### src/rtl/tsc_readout_if.sv
// tsc_readout_if
//   Bundles every non-clock, non-reset signal of tsc_readout.
//   TSC side : trd, trigtm, sd, cd (to the readout), sbf (to the TSC).
//   Host side: arm, frame_ack, rd_addr (to the readout);
//              frame_ready, trig_time, rd_data, err_short, err_timeout, busy
//              (from the readout).
//   modport slave  : the readout block itself.
//   modport master : whatever drives it (TSC model plus host).
interface tsc_readout_if #(
  parameter int BUF_BYTES = 32
);
  localparam int AW = $clog2(BUF_BYTES);

  logic          arm;
  logic          trd;
  logic [31:0]   trigtm;
  logic          sd;
  logic          cd;
  logic          sbf;
  logic          frame_ready;
  logic [31:0]   trig_time;
  logic [AW-1:0] rd_addr;
  logic [7:0]    rd_data;
  logic          frame_ack;
  logic          err_short;
  logic          err_timeout;
  logic          busy;

  modport slave (
    input  arm, trd, trigtm, sd, cd, rd_addr, frame_ack,
    output sbf, frame_ready, trig_time, rd_data, err_short, err_timeout, busy
  );

  modport master (
    output arm, trd, trigtm, sd, cd, rd_addr, frame_ack,
    input  sbf, frame_ready, trig_time, rd_data, err_short, err_timeout, busy
  );
endinterface

### src/rtl/tsc_readout.sv
// tsc_readout
//   Captures one TSC frame per accepted trigger. On a trd rising edge while
//   armed, trigtm is latched and sbf is pulsed; the serial stream on sd is
//   then deserialised MSB-first into a byte buffer, and cd closes the frame.
//   The host reads bytes through a registered read port (1-cycle latency)
//   and releases the frame with frame_ack.
// Ports
//   clk   : rising-edge clock
//   reset : synchronous, active-low
//   bus   : tsc_readout_if.slave (TSC link, host control and read port)
module tsc_readout #(
  parameter int BUF_BYTES  = 32,
  parameter int START_LAT  = 2,
  parameter int CD_TIMEOUT = 64
) (
  input  logic         clk,
  input  logic         reset,
  tsc_readout_if.slave bus
);
  localparam int AW = $clog2(BUF_BYTES);
  localparam int BW = $clog2(8 * BUF_BYTES);
  localparam int TW = $clog2(CD_TIMEOUT + 1);
  localparam logic [BW-1:0] LAST_BIT = BW'(8 * BUF_BYTES - 1);
  localparam logic [3:0]    LAT_LOAD = 4'(START_LAT - 1);
  localparam logic [TW-1:0] TMO_LAST = TW'(CD_TIMEOUT - 1);

  typedef enum logic [2:0] {
    IDLE, ARMED, REQ, LAT, SHIFT, WAIT_CD, DONE
  } state_e;

  state_e        state_q, state_d;
  logic          trd_prev_q, trd_prev_d;
  logic [31:0]   trig_time_q, trig_time_d;
  logic [3:0]    lat_q, lat_d;
  logic [BW-1:0] bit_cnt_q, bit_cnt_d;
  logic [6:0]    shift_q, shift_d;
  logic [TW-1:0] timer_q, timer_d;
  logic          err_short_q, err_short_d;
  logic          err_timeout_q, err_timeout_d;
  logic [7:0]    rd_data_q;

  logic          sbf;
  logic          busy;
  logic          frame_ready;
  logic          wr_en;
  logic [AW-1:0] wr_addr;
  logic [7:0]    wr_data;

  logic [7:0]    mem [BUF_BYTES];

  // State and datapath registers
  always_ff @(posedge clk) begin
    if (!reset) begin
      state_q       <= IDLE;
      trd_prev_q    <= 1'b1;  // a trd already high out of reset is not an edge
      trig_time_q   <= '0;
      lat_q         <= '0;
      bit_cnt_q     <= '0;
      shift_q       <= '0;
      timer_q       <= '0;
      err_short_q   <= 1'b0;
      err_timeout_q <= 1'b0;
    end else begin
      state_q       <= state_d;
      trd_prev_q    <= trd_prev_d;
      trig_time_q   <= trig_time_d;
      lat_q         <= lat_d;
      bit_cnt_q     <= bit_cnt_d;
      shift_q       <= shift_d;
      timer_q       <= timer_d;
      err_short_q   <= err_short_d;
      err_timeout_q <= err_timeout_d;
    end
  end

  // Frame buffer: write port has no reset so it maps onto block RAM
  always_ff @(posedge clk) begin
    if (wr_en) begin
      mem[wr_addr] <= wr_data;
    end
  end

  // Registered read port, free-running in every state
  always_ff @(posedge clk) begin
    if (!reset) begin
      rd_data_q <= '0;
    end else begin
      rd_data_q <= mem[bus.rd_addr];
    end
  end

  // Next-state and datapath update
  always_comb begin
    state_d       = state_q;
    trd_prev_d    = bus.trd;
    trig_time_d   = trig_time_q;
    lat_d         = lat_q;
    bit_cnt_d     = bit_cnt_q;
    shift_d       = shift_q;
    timer_d       = timer_q;
    err_short_d   = err_short_q;
    err_timeout_d = err_timeout_q;

    case (state_q)
      IDLE: begin
        if (bus.arm) begin
          state_d       = ARMED;
          err_short_d   = 1'b0;
          err_timeout_d = 1'b0;
        end
      end

      ARMED: begin
        if (bus.trd && !trd_prev_q) begin
          trig_time_d = bus.trigtm;
          state_d     = REQ;
        end
      end

      REQ: begin
        // lat counts the LAT cycles still to spend; with START_LAT=1 the
        // first bit arrives right after REQ, so LAT is skipped entirely.
        lat_d     = LAT_LOAD;
        bit_cnt_d = '0;
        shift_d   = '0;
        state_d   = (START_LAT <= 1) ? SHIFT : LAT;
      end

      LAT: begin
        if (lat_q <= 4'd1) begin
          state_d = SHIFT;
        end else begin
          lat_d = lat_q - 4'd1;
        end
      end

      SHIFT: begin
        if (bus.cd) begin
          // Early end of frame: the partial byte in shift_q is dropped.
          err_short_d = 1'b1;
          state_d     = DONE;
        end else begin
          shift_d = {shift_q[5:0], bus.sd};
          if (bit_cnt_q == LAST_BIT) begin
            // timer holds cycles elapsed since the last bit
            timer_d = TW'(1);
            state_d = WAIT_CD;
          end else begin
            bit_cnt_d = bit_cnt_q + BW'(1);
          end
        end
      end

      WAIT_CD: begin
        if (bus.cd) begin
          state_d = DONE;
        end else if (timer_q >= TMO_LAST) begin
          err_timeout_d = 1'b1;
          state_d       = DONE;
        end else begin
          timer_d = timer_q + TW'(1);
        end
      end

      DONE: begin
        if (bus.frame_ack) begin
          if (bus.arm) begin
            state_d       = ARMED;
            err_short_d   = 1'b0;
            err_timeout_d = 1'b0;
          end else begin
            state_d = IDLE;
          end
        end
      end

      default: state_d = IDLE;
    endcase
  end

  // Outputs and buffer write strobe
  always_comb begin
    sbf         = (state_q == REQ);
    busy        = (state_q != IDLE);
    frame_ready = (state_q == DONE);
    // A byte completes on every 8th sampled bit; cd in that cycle wins.
    wr_en       = (state_q == SHIFT) && !bus.cd && (bit_cnt_q[2:0] == 3'd7);
    wr_addr     = bit_cnt_q[BW-1:3];
    wr_data     = {shift_q, bus.sd};
  end

  assign bus.sbf         = sbf;
  assign bus.busy        = busy;
  assign bus.frame_ready = frame_ready;
  assign bus.trig_time   = trig_time_q;
  assign bus.rd_data     = rd_data_q;
  assign bus.err_short   = err_short_q;
  assign bus.err_timeout = err_timeout_q;

endmodule

### src/flat_wrapper.sv
// flat-port wrapper written by rule: the top's interface ports become plain ports
module tsc_readout_flat 
#(
  parameter int BUF_BYTES  = 32,
  parameter int START_LAT  = 2,
  parameter int CD_TIMEOUT = 64
)
  (clk, reset, bus_arm, bus_trd, bus_trigtm, bus_sd, bus_cd, bus_rd_addr, bus_frame_ack, bus_sbf, bus_frame_ready, bus_trig_time, bus_rd_data, bus_err_short, bus_err_timeout, bus_busy);
  tsc_readout_if #(.BUF_BYTES(BUF_BYTES)) bus_i ();
  input  logic clk;
  input  logic reset;
  input wire logic [$bits(bus_i.arm)-1:0] bus_arm;
  input wire logic [$bits(bus_i.trd)-1:0] bus_trd;
  input wire logic [$bits(bus_i.trigtm)-1:0] bus_trigtm;
  input wire logic [$bits(bus_i.sd)-1:0] bus_sd;
  input wire logic [$bits(bus_i.cd)-1:0] bus_cd;
  input wire logic [$bits(bus_i.rd_addr)-1:0] bus_rd_addr;
  input wire logic [$bits(bus_i.frame_ack)-1:0] bus_frame_ack;
  output wire logic [$bits(bus_i.sbf)-1:0] bus_sbf;
  output wire logic [$bits(bus_i.frame_ready)-1:0] bus_frame_ready;
  output wire logic [$bits(bus_i.trig_time)-1:0] bus_trig_time;
  output wire logic [$bits(bus_i.rd_data)-1:0] bus_rd_data;
  output wire logic [$bits(bus_i.err_short)-1:0] bus_err_short;
  output wire logic [$bits(bus_i.err_timeout)-1:0] bus_err_timeout;
  output wire logic [$bits(bus_i.busy)-1:0] bus_busy;
  assign bus_i.arm = bus_arm;
  assign bus_i.trd = bus_trd;
  assign bus_i.trigtm = bus_trigtm;
  assign bus_i.sd = bus_sd;
  assign bus_i.cd = bus_cd;
  assign bus_i.rd_addr = bus_rd_addr;
  assign bus_i.frame_ack = bus_frame_ack;
  assign bus_sbf = bus_i.sbf;
  assign bus_frame_ready = bus_i.frame_ready;
  assign bus_trig_time = bus_i.trig_time;
  assign bus_rd_data = bus_i.rd_data;
  assign bus_err_short = bus_i.err_short;
  assign bus_err_timeout = bus_i.err_timeout;
  assign bus_busy = bus_i.busy;
  tsc_readout #(.BUF_BYTES(BUF_BYTES), .START_LAT(START_LAT), .CD_TIMEOUT(CD_TIMEOUT)) u_core (.clk(clk), .reset(reset), .bus(bus_i));
endmodule
### config.mk
export PLATFORM = sky130hd
export DESIGN_NAME = tsc_readout_flat
export DESIGN_NICKNAME = d
export VERILOG_FILES = /design/src/rtl/tsc_readout_if.sv /design/src/rtl/tsc_readout.sv /design/src/flat_wrapper.sv
export SDC_FILE = /design/constraint.sdc
export NUM_CORES = 1
export LEC_CHECK = 0
export CAP_MARGIN = 25
export CELL_PAD_IN_SITES_DETAIL_PLACEMENT = 1
export CELL_PAD_IN_SITES_GLOBAL_PLACEMENT = 2
export CORE_MARGIN = 3
export CORE_UTILIZATION = 47
export DETAILED_ROUTE_END_ITERATION = 10
export HOLD_SLACK_MARGIN = 0.06
export PLACE_DENSITY = 0.87
export SETUP_SLACK_MARGIN = 0.05
export SLEW_MARGIN = 20
export SYNTH_ARGS = -nofsm -noshare
export SYNTH_HDL_FRONTEND = slang
export SYNTH_SLANG_ARGS = --single-unit
### constraint.sdc
create_clock -name clk -period 6.25 [get_ports clk]
set_clock_uncertainty 0.05 [all_clocks]
set_input_delay 1.25 -clock clk [delete_from_list [all_inputs] [get_ports clk]]
set_output_delay 1.25 -clock clk [all_outputs]
set_load 0.005 [all_outputs]
# ---- Word-level counts from Yosys, hierarchy flattened
# Memories as Yosys holds them, arrays and structs flattened. A register that Yosys moved wholly into a read port is not among the register bits.
# Cells that the tools add are included.
dict set report op_classes {
  muxes 33
  reduce_logical 21
  order_cmp 2
  addsub 3
  eq_ne 22
}
# operator count
set op_table {}
lappend op_table {{$mux W7} 5}
lappend op_table {{$pmux W7 S2} 2}
lappend op_table {{$mux W3} 8}
lappend op_table {{$pmux W3 S7} 1}
lappend op_table {{$mux W8} 2}
lappend op_table {{$ne A2 B2 Y1 const B} 8}
lappend op_table {{$pmux W8 S2} 1}
lappend op_table {{$eq A3 B3 Y1 const B} 4}
lappend op_table {{$mux W1} 10}
lappend op_table {{$reduce_bool A3 Y1} 3}
lappend op_table {{$add A8 B1 Y8 const B} 1}
lappend op_table {{$eq A8 B8 Y1 const B} 1}
lappend op_table {{$ne A2 B1 Y1 const B} 4}
lappend op_table {{$pmux W4 S2} 1}
lappend op_table {{$add A7 B1 Y7 const B} 1}
lappend op_table {{$ge A7 B6 Y1 const B} 1}
lappend op_table {{$eq A3 B2 Y1 const B} 2}
lappend op_table {{$ne A3 B2 Y1 const B} 2}
lappend op_table {{$pmux W1 S3} 2}
lappend op_table {{$reduce_and A2 Y1} 3}
lappend op_table {{$reduce_and A3 Y1} 2}
lappend op_table {{$reduce_and A6 Y1} 1}
lappend op_table {{$reduce_bool A2 Y1} 3}
lappend op_table {{$reduce_and A5 Y1} 1}
lappend op_table {{8 further kinds} 12}
dict set report word_totals {
  ff_bits 64
  n_memories 1
  out_inout_bits 45
  inputBits 44
  wordCells 91
  ramBits 256
}
# name words width rd rd_ports_with_merged_regs wr line
set memory_table {}
lappend memory_table {u_core.mem 32 8 1 1 1 tsc_readout.sv:49} ;# logic [7:0] mem [BUF_BYTES];

# ---- Logic depth before layout (Yosys ltp)
# Gate-level depths: netlist of run 1.
dict set report logic_depth {
  word_depth 5
  mapped_depth 8
  depth_no_buf 7
}

# ---- Worst setup path after synthesis of run 1
# OpenSTA, ideal clock, no wires.
dict set report synth_path {
  path_type {input to register}
  startpoint {input bus_cd}
  endpoint {memory u_core.mem[0][0], enable pin}
  cell_stages 5
  setup_ps 370
  path_slack_ps 3291
  arrival_time_ps 2539
  t_required_ps 5830
  path_buffers 1
  cell_sequence {nor4b_4 -> nand2_1 -> or3_1 -> clkbuf_1 -> nor2_1}
}
dict set report synth_between {
  elab_chain_len 5
}
# element line
set synth_rtl {}
lappend synth_rtl {{from (decl)} flat_wrapper.sv:16} ;# input wire logic [$bits(bus_i.cd)-1:0] bus_cd;
lappend synth_rtl {{$logic_not A1 Y1} tsc_readout.sv:187} ;# wr_en = (state_q == SHIFT) && !bus.cd && (bit_cnt_q[2:0] == 3'd7);
lappend synth_rtl {{$logic_and A1 B1 Y1 (2 in a row)} tsc_readout.sv:187}
lappend synth_rtl {{$mux W1} tsc_readout.sv:78} ;# if (wr_en) begin
lappend synth_rtl {{$mux W1 (not written as such)} tsc_readout.sv:79} ;# mem[wr_addr] <= wr_data;
lappend synth_rtl {{to (decl)} tsc_readout.sv:49}
# No other way between the ends.

# ---- Worst setup path in the final report of run 1
dict set report layout_path {
  startpoint {input bus_cd}
  endpoint {memory u_core.mem[27][4], enable pin}
}
# The elaborated chain is that of the path after synthesis.

==> results.ini, run 1 <==
[timing]
period_share_pct=60.6
fin_tns_setup_ns=0
max_clock_freq_mhz=264
hold_viol=0
setup_viol=0
worst_pin_slew_ns=0.873
period_minus_slack_ns=3.79
relSlewSlack_pct=41.6
slew_violations=0
rsz0062_at_grt=false

[flow_run]
cap_violations=0

[synth]
synthFlopType=edfxtp_1
synthAdderAreaFrac_pct=0.483
ys_async_sr_fraction_pct=0
synth_edf_count=256
synth_top_family_by_area=multiplexers
synth_compound_area_share_pct=4.71
synth_cell_types=54
syn_area_mm2=0.0130
synthCells=789
synthesis.nets=838
synthSimpleGateAreaFrac_pct=7.51
seq_area_frac_synth_pct=70.4
yosysWarnings=0
synthMuxAreaShare_pct=14.1
avgSynthCellArea_um2=16.4
synth_xor_area_share_pct=0.270
yosys_register_bits=328

[clock_network]
cts_tree=yes
cts_buffers=36
cts_hold_buf=0
htree_num_levels=2
ctsResizeCount=0
cts_buffer_depth=3
clkSlewWorstSetupHoldPaths_ns=0.06
clock_sink_count=328
cts-root-buf=clkbuf_16
clk_latency_ns=0.50
cts_setup_buffers=0

[setup_path]
required_ns=6.32
critPathLaunchType=input pin
slowest_stage=nor2_1
cp-end-kind=flop
critPathMaxFanout=8
arrival_ns=3.86
path_class=in2reg
max_stage_delay_ns=0.92
crit_chain=clkdlybuf4s50_1 -> nor4b_4 -> nand4_1 -> nor2_1

[floorplan]
coreArea_mm2=0.0270
start_util_pct=47.9
io_pins=89
num_rows=60
die_area_mm2=0.0296
die_h_um=172
die_width_um=172

[layout]
drive_gt1_share_pct=14.2
diodes=0
fin_cells=1252
final_common_cell=edfxtp_1
fin_nets=934
mostFrequentLayoutCells=edfxtp_1, nand2_1, clkdlybuf4s50_1
final_util_pct=56.4
area_growth_pct=17.6

[global_route]
grt_overflow_total=0
antenna_found_initial=0
grt_pass1_vias=7589
grt_pass1_wl_um=46700
grt_max_degree=53
grt.total_usage_pct=20.9

[status]
outcome=finished, final reports clean

[power]
p_comb_share_pct=4.4
peakVddDrop_v=0.000184
p_leak_nw=5.02
internal_power_mw=3.67
finalPower_mw=4.60
p_per_area_mw_per_mm2=302
clkPwrFrac_pct=44.1
power_frac_seq_pct=51.4
p_switching_mw=0.936
swShare_pct=20.3

[route]
drc=0
vias=7253
route.antenna.remaining_nets=0
drt_first_iter_violations=654
vias_per_cell=5.79
wl_per_cell_um=24.2
first_pass_iters=7
wl_um=30300

[placement]
dp_hpwl_um=19600
portBuffers=88
dp_cells=1188
gp_congestion=0.844

[worst_hold_path]
hp-class=reg2reg

==> registers in the layout, summed over array words and instances, names as in the netlist <==
signal / cells
u_core.bus.err_timeout: 1
u_core.bit_cnt_q: 8
u_core.bus.trig_time: 32
u_core.timer_q: 7
u_core.bus.err_short: 1
u_core.mem: 256
u_core.shift_q: 7
u_core.bus.rd_data: 8
u_core.trd_prev_q: 1
u_core.state_q: 3
u_core.lat_q: 4
==> cell families (layout without fill, tap and decap cells) <==
group                    Yosys count  in the layout
XOR/XNOR                           4              4
AND/OR/NAND/NOR                  212            212
adder cells (fa/ha/maj)            5              5
AO/OA/AOI/OAI                     97             97
flip-flops                       328            328
buffers and inverters             59            181
multiplexers                      84             84
==> critical path: cells and delay by family <==
family / cells / cell delay (ns)
buffers and inverters: 1 / 0.54
AND/OR/NAND/NOR: 3 / 2.05
==> power by group through the flow <==
stage	registers, mW	logic (mW)	clock network [mW]
after floorplan	2.39	0.137	0
after global placement	2.41	0.205	0
after detailed placement	2.41	0.207	0
after CTS	2.37	0.209	2.08
after global routing	2.37	0.226	2.17
final	2.37	0.205	2.03
==> per-layer routing <==
layer  part of all wire (%)  vias to the layer above  global-route usage, %
met2                     51                      218                   35.1
li1                       -                     3273                      -
met4                    1.9                        0                   5.41
met5                      0                        -                      0
met1                     42                     3717                   28.6
met3                    5.9                       45                   3.91
==> cells in the mapped netlist, types with 2 or more instances <==
library cell    n  area (um^2)
edfxtp_1      256         7690
nand2_1        95          357
dfxtp_1        72         1440
nor2_1         57          214
a21oi_1        55          275
mux4_2         50         1130
mux4_1         22          578
clkbuf_1       16         60.1
inv_1          16         60.1
buf_2          15         75.1
nand3_1        13         65.1
mux2i_1        11          110
o21ai_0        11         55.1
nor3_1          9         45.0
a221oi_1        8         70.1
o221ai_1        7         61.3
or3_1           7         43.8
buf_4           5         37.5
ha_1            5         62.6
nand2b_1        5         31.3
nor2b_1         5         31.3
buf_6           4         45.0
and3_1          3         18.8
buf_8           3         45.0
nand3b_1        3         22.5
xnor2_1         3         26.3
a211oi_1        2         15.0
a221oi_2        2         30.0
a41oi_1         2         17.5
nand4_1         2         12.5
nand4b_1        2         17.5
==> final timing paths <==
kind / from / depth (start not counted) / end / slack (ns)
min reg2reg: u_core.bus.trig_time[26] / 2 / u_core.bus.trig_time[26] / 0.40
max: bus_cd / 4 / u_core.mem[27][4] / 2.46
min: u_core.bus.trig_time[26] / 2 / u_core.bus.trig_time[26] / 0.40
max reg2reg: u_core.state_q[2] / 3 / u_core.mem[27][4] / 3.01
==> layout make-up <==
| class | instances | area [um^2] |
|---|---|---|
| inverters | 16 | 60.1 |
| clock inverters | 16 | 163 |
| flip-flops and latches | 328 | 9130 |
| clock buffers | 48 | 977 |
| fillers | 2501 | 11800 |
| multi-input cells | 402 | 3510 |
| repair buffers | 101 | 971 |
| well taps | 341 | 427 |
==> per-stage QoR <==
step                      area (um^2)  worst slack [ns]  hold WS [ns]
after floorplan                 13000              3.29         0.383
after global placement          14100              2.23         0.391
after detailed placement        14100              2.06         0.400
after CTS                       15200              2.47         0.408
after global routing            15200              2.27         0.424
final                           15200              2.46         0.404
No activity file was read; power rests on OpenSTA's default activity.
==> run 2: changes to the inputs <==
--- a/config.mk
+++ b/config.mk
@@ -9,10 +9,10 @@
 export CELL_PAD_IN_SITES_DETAIL_PLACEMENT = 1
 export CELL_PAD_IN_SITES_GLOBAL_PLACEMENT = 2
 export CORE_MARGIN = 3
-export CORE_UTILIZATION = 47
+export CORE_UTILIZATION = 44
 export DETAILED_ROUTE_END_ITERATION = 10
 export HOLD_SLACK_MARGIN = 0.06
-export PLACE_DENSITY = 0.87
+export PLACE_DENSITY = 0.83
 export SETUP_SLACK_MARGIN = 0.05
 export SLEW_MARGIN = 20
 export SYNTH_ARGS = -nofsm -noshare
==> constraint.sdc (replaced) <==
create_clock -name clk -period 3.5 [get_ports clk]
set_clock_uncertainty 0.05 [all_clocks]
set_input_delay 0.7 -clock clk [delete_from_list [all_inputs] [get_ports clk]]
set_output_delay 0.7 -clock clk [all_outputs]
set_load 0.005 [all_outputs]
==> run 2 against run 1 <==
- sequential cell count did not move
- hold slack barely moved
- setup slack got worse by 2.0 ns
- sequential share of layout area fell by 1.8 points
- utilization fell by 1.9 points
- combinational power rose by 100%
- clock power rose by 98%
- final cell count rose by 6.6%
- critical endpoint is now bus_sbf
- die area rose by 6.6%
==> results.ini, run 2 (synthesis results as in run 1) <==
[power]
finalPower_mw=8.62  ; +87%
p_leak_nw=5.30  ; +5.5%
peakVddDrop_v=0.000327  ; +78%
p_per_area_mw_per_mm2=548  ; +81%

[global_route]
grt_overflow_total=0  ; unchanged
antenna_found_initial=0  ; unchanged
grt.total_usage_pct=20.8  ; -0.13 points
grt_pass1_vias=7891  ; +4.0%
grt_max_degree=35  ; -34%
grt_pass1_wl_um=48900  ; +4.7%

[timing]
rsz0062_at_grt=false
fin_tns_setup_ns=0  ; unchanged
max_clock_freq_mhz=326
hold_viol=0  ; unchanged
worst_pin_slew_ns=0.884  ; +0.0111 ns
period_minus_slack_ns=3.07
relSlewSlack_pct=41.0  ; -0.53 points
setup_viol=0  ; unchanged
period_share_pct=87.7
slew_violations=0  ; unchanged

[layout]
top_register=u_core.mem
final_util_pct=54.5  ; -1.9 points
largest_register_ffs=256  ; unchanged
area_growth_pct=21.4
mostFrequentLayoutCells=edfxtp_1, nand2_1, clkdlybuf4s50_1
fin_cells=1335  ; +6.6%
nFillCells=2744  ; +9.7%
design_area_mm2=0.0157  ; +3.2%
drive_gt1_share_pct=18.4  ; +4.2 points
diodes=0  ; unchanged
final_common_cell=edfxtp_1
fin_nets=975  ; +4.4%

[clock_network]
cts_tree=yes
cts_hold_buf=0  ; unchanged
cts-root-buf=clkbuf_16
cts_buffers=34  ; -5.6%
clkSlewWorstSetupHoldPaths_ns=0.06  ; about the same
htree_num_levels=2  ; unchanged
clock_sink_count=328  ; unchanged
clk_latency_ns=0.50  ; about the same
ctsResizeCount=0  ; unchanged
cts_setup_buffers=0  ; unchanged
cts_buffer_depth=3  ; unchanged

[route]
drc=0  ; unchanged
wl_per_cell_um=24.2  ; +0.18%
wl_um=32400  ; +6.8%
vias_per_cell=5.58  ; -3.7%
route.antenna.remaining_nets=0  ; unchanged
vias=7448  ; +2.7%
first_pass_iters=5  ; -2
drt_first_iter_violations=616  ; -5.8%

[floorplan]
die_area_mm2=0.0315  ; +6.6%
coreArea_mm2=0.0289  ; +6.8%
io_pins=89  ; unchanged
num_rows=62  ; +3.3%
die_h_um=178  ; +3.2%
die_width_um=178  ; +3.2%
start_util_pct=44.9  ; -3.0 points

[placement]
dp_hpwl_um=20600  ; +5.1%
dp_cells=1274  ; +7.2%
portBuffers=88  ; unchanged
place_area_mm2=0.0145  ; +2.7%
gp_congestion=0.795  ; -5.8%

[worst_hold_path]
hp-class=reg2reg

[status]
outcome=finished, final reports clean

[flow_run]
cap_violations=0  ; unchanged

[setup_path]
arrival_ns=2.32  ; -1.54 ns
critPathMaxFanout=18  ; +10
path_class=reg2out
cp-end-kind=output port
slowest_stage=dfxtp_1
cp.buffers_inverters=2  ; +1
max_stage_delay_ns=0.69  ; -0.23 ns
critPathLaunchType=flop
cp_top_family=flip-flops
required_ns=2.75  ; -3.57 ns
crit_chain=nor2b_1 -> nand2b_1 -> inv_1 -> clkdlybuf4s50_1
r2r_slack_ns=0.98  ; -2.03 ns

[run 2: per-stage QoR]
step | setup slack (ns) | hold WS, ns
after global routing | 0.283 | 0.426
final | 0.431 | 0.404
after floorplan | 1.09 | 0.383
after CTS | 0.428 | 0.404
after global placement | 0.617 | 0.391
after detailed placement | 0.550 | 0.396
[run 2: worst register-to-register path: stages, from the launching register on]
cell and delay (ns):
dfxtp_1 0.69, nor4b_4 0.35, nand2_1 0.11, nor2_1 0.09, nand2_1 0.42, nor2_1 0.30
buf_4 0.22
[run 2: layer usage]
layer / vias up / share of wire [%] / track usage, %
li1: 3335 / - / -
met1: 3827 / 42 / 27.6
met2: 223 / 50 / 35.0
met3: 63 / 4.8 / 3.49
met4: 0 / 2.9 / 6.90
met5: - / 0 / 0
[run 2: area by class of cell]
class / instances / area (um^2) / area share, %
clock inverters: 19 / 327 / 2.08
repair buffers: 144 / 1290 / 8.23
inverters: 16 / 60.1 / 0.382
well taps: 384 / 480 / 3.05
clock buffers: 42 / 922 / 5.86
flip-flops and latches: 328 / 9130 / 58.1
multi-input cells: 402 / 3510 / 22.3
[run 2: path summary, 6_finish.rpt]
check / startpoint / endpoint / depth (start not counted)
worst max register to register: u_core.state_q[2] / u_core.mem[26][7] / 6
worst max-delay path: u_core.state_q[2] / bus_sbf / 4
worst min-delay path: u_core.bus.trig_time[19] / u_core.bus.trig_time[19] / 2
worst min register to register: u_core.bus.trig_time[19] / u_core.bus.trig_time[19] / 2
[run 2: report_power, final]
part | internal [mW] | total [mW] | switching, mW
Combinational | 0.194 | 0.415 | 0.221
Clock | 2.54 | 4.01 | 1.47
Sequential | 4.17 | 4.19 | 0.0183
==> run 3: changes to the inputs <==
--- a/config.mk
+++ b/config.mk
@@ -5,7 +5,6 @@
 export SDC_FILE = /design/constraint.sdc
 export NUM_CORES = 1
 export LEC_CHECK = 0
-export CAP_MARGIN = 25
 export CELL_PAD_IN_SITES_DETAIL_PLACEMENT = 1
 export CELL_PAD_IN_SITES_GLOBAL_PLACEMENT = 2
 export CORE_MARGIN = 3
==> results of run 3 <==
No change in the layout: final DEF, timing and power equal those of run 2.
==> RTL change: new RTL, config.mk and constraints of run 2 <==
`BUF_BYTES` is set to 32 in 3 places; all go to 64.
--- a/src/rtl/tsc_readout_if.sv
+++ b/src/rtl/tsc_readout_if.sv
@@ -8,5 +8,5 @@
 //   modport master : whatever drives it (TSC model plus host).
 interface tsc_readout_if #(
-  parameter int BUF_BYTES = 32
+  parameter int BUF_BYTES = 64
 );
   localparam int AW = $clog2(BUF_BYTES);
--- a/src/rtl/tsc_readout.sv
+++ b/src/rtl/tsc_readout.sv
@@ -10,5 +10,5 @@
 //   bus   : tsc_readout_if.slave (TSC link, host control and read port)
 module tsc_readout #(
-  parameter int BUF_BYTES  = 32,
+  parameter int BUF_BYTES  = 64,
   parameter int START_LAT  = 2,
   parameter int CD_TIMEOUT = 64
--- a/src/flat_wrapper.sv
+++ b/src/flat_wrapper.sv
@@ -2,5 +2,5 @@
 module tsc_readout_flat 
 #(
-  parameter int BUF_BYTES  = 32,
+  parameter int BUF_BYTES  = 64,
   parameter int START_LAT  = 2,
   parameter int CD_TIMEOUT = 64
Interface: changed (resized bus_rd_addr); port bits go from 89 to 90. The function was not compared with the original's and may differ.
==> RTL change against run 2 <==
- die area grew 74%
- via count grew 75%
- sequential share of layout area grew 3.8 points
- routed wire length grew 86%
- combinational power grew 52%
- global-route usage grew 1.4 points
- sequential cell count grew 257
- worst setup slack lost 0.030 ns
- total power grew 68%
- cell area grew 73%
- highest routed layer unchanged
- synthesized area grew 77%
==> RTL change: results (changes against run 2) <==
Top FF cell, synth edfxtp_1; Largest register FFs 512 (+100%); Worst EP arrival 2.35 ns (+0.03 ns); YS warnings 0 (unchanged); cts bufs inserted 60 (+76%); Avg Inst Size Synth 17.71 µm² (+7.8%); syn nets 1349 (+61%); hold crit path type flop to flop; status finished clean; clk_lat worst skew 0.62 ns (+0.12 ns); global-route wire length before repair 89570 µm (+83%); reg-to-reg setup timing slack 0.84 ns (-0.14 ns); net load switching power 0.003039 W (+78%); gpl congestion 0.9015 (+13%); largest net degree at the start of global routing 50 (+43%); vias per cell 5.847 (+4.8%); buffers added on ports 89 (+1.1%); placed insts 2113 (+66%); peak supply drop 310.3 µV (-5.3%); crit-path max FO 20 (+2); Root Driver clkbuf_16; Synth top area share 0.6687 (+0.07551); Synth cell types 61 (+13%); WHS 0.4042 ns (+0.0006040 ns); hpwl dp 39570 µm (+92%); Tightest Pin Transition 1.063 ns (+0.1785 ns); top cells by area, synth edfxtp_1, mux4_2, dfxtp_1; Pleak 9.115 nW (+72%); Starting DRT DRC Count 1156 (+88%); fmax 0.3227 GHz (-0.96%); vias in the first global route 13533 (+71%); Nets 1546 (+59%); Post-synth EDFFs 512 (+100%); Setup WS pre-CTS 0.2551 ns (-0.2949 ns); Finished Layout Cells 2225 (+67%); list of most frequent post-synthesis cells edfxtp_1, mux4_2, nand2_1; total track usage 0.2218 (+0.01400); total wire length 60210 µm (+86%)
[RTL change: cell types whose count changed after synthesis, moves of 9 or more]
cell,change
a22oi_1,+11
a31oi_1,+9
clkbuf_1,+14
edfxtp_1,+256
mux2i_1,+33
mux4_1,-22
mux4_2,+70
nand2_1,+19
nand3_1,+10
nor2_1,+41
nor2b_1,+11
[RTL change: critical path, stage by stage (launching register included)]
cell and delay (ns):
dfxtp_1 0.84, nor2b_1 0.22, and2_1 0.23, clkdlybuf4s50_1 0.44
[RTL change: cells by family after synthesis]
family / synth area share
AO/OA/AOI/OAI: 0.04212
XOR/XNOR: 0.003429
adder cells (fa/ha/maj): 0.003265
buffers and inverters: 0.01921
flip-flops: 0.7323
multiplexers: 0.1392
AND/OR/NAND/NOR: 0.06052
[RTL change: through the flow]
stage | utilization | area (µm²) | total power, W
after floorplan | - | 22990 | 0.008063
after global placement | 0.4903 | 25260 | 0.008317
after detailed placement | 0.4908 | 25280 | 0.008332
after CTS | 0.5284 | 27220 | 0.01458
after global routing | 0.5284 | 27220 | 0.01491
final | 0.5284 | 27220 | 0.01448
[RTL change: final timing paths]
path / start / depth (start not counted) / end
worst max-delay path: u_core.state_q[0] / 3 / bus_frame_ready
worst min-delay path: u_core.bus.trig_time[22] / 2 / u_core.bus.trig_time[22]
worst max register to register: u_core.bit_cnt_q[4] / 9 / u_core.bit_cnt_q[5]
worst min register to register: u_core.bus.trig_time[22] / 2 / u_core.bus.trig_time[22]
[RTL change: final cells by class]
| type | instances | area [µm²] |
|---|---|---|
| Clock inverter | 30 | 291.5 |
| Sequential cell | 585 | 16840 |
| Clock buffer | 82 | 1645 |
| Inverter | 8 | 30.03 |
| Multi-Input combinational cell | 635 | 5718 |
| Fill cell | 4813 | 24290 |
| Tap cell | 680 | 850.8 |
| Timing Repair Buffer | 205 | 1839 |
[RTL change: power groups by stage]
| stage | registers (W) | clock network, W | logic, W |
|---|---|---|---|
| after global routing | 0.00755 | 0.00667 | 0.000685 |
| after CTS | 0.00755 | 0.00639 | 0.000637 |
| after global placement | 0.00770 | 0 | 0.000619 |
| final | 0.00755 | 0.00630 | 0.000631 |
| after detailed placement | 0.00770 | 0 | 0.000633 |
| after floorplan | 0.00768 | 0 | 0.000385 |
[RTL change: metal layers]
layer,up-vias,GRT usage,share of wire
li1,5551,-,-
met1,6822,0.3022,0.41
met2,522,0.3655,0.49
met3,114,0.03545,0.066
met4,0,0.07833,0.033
met5,-,0,0
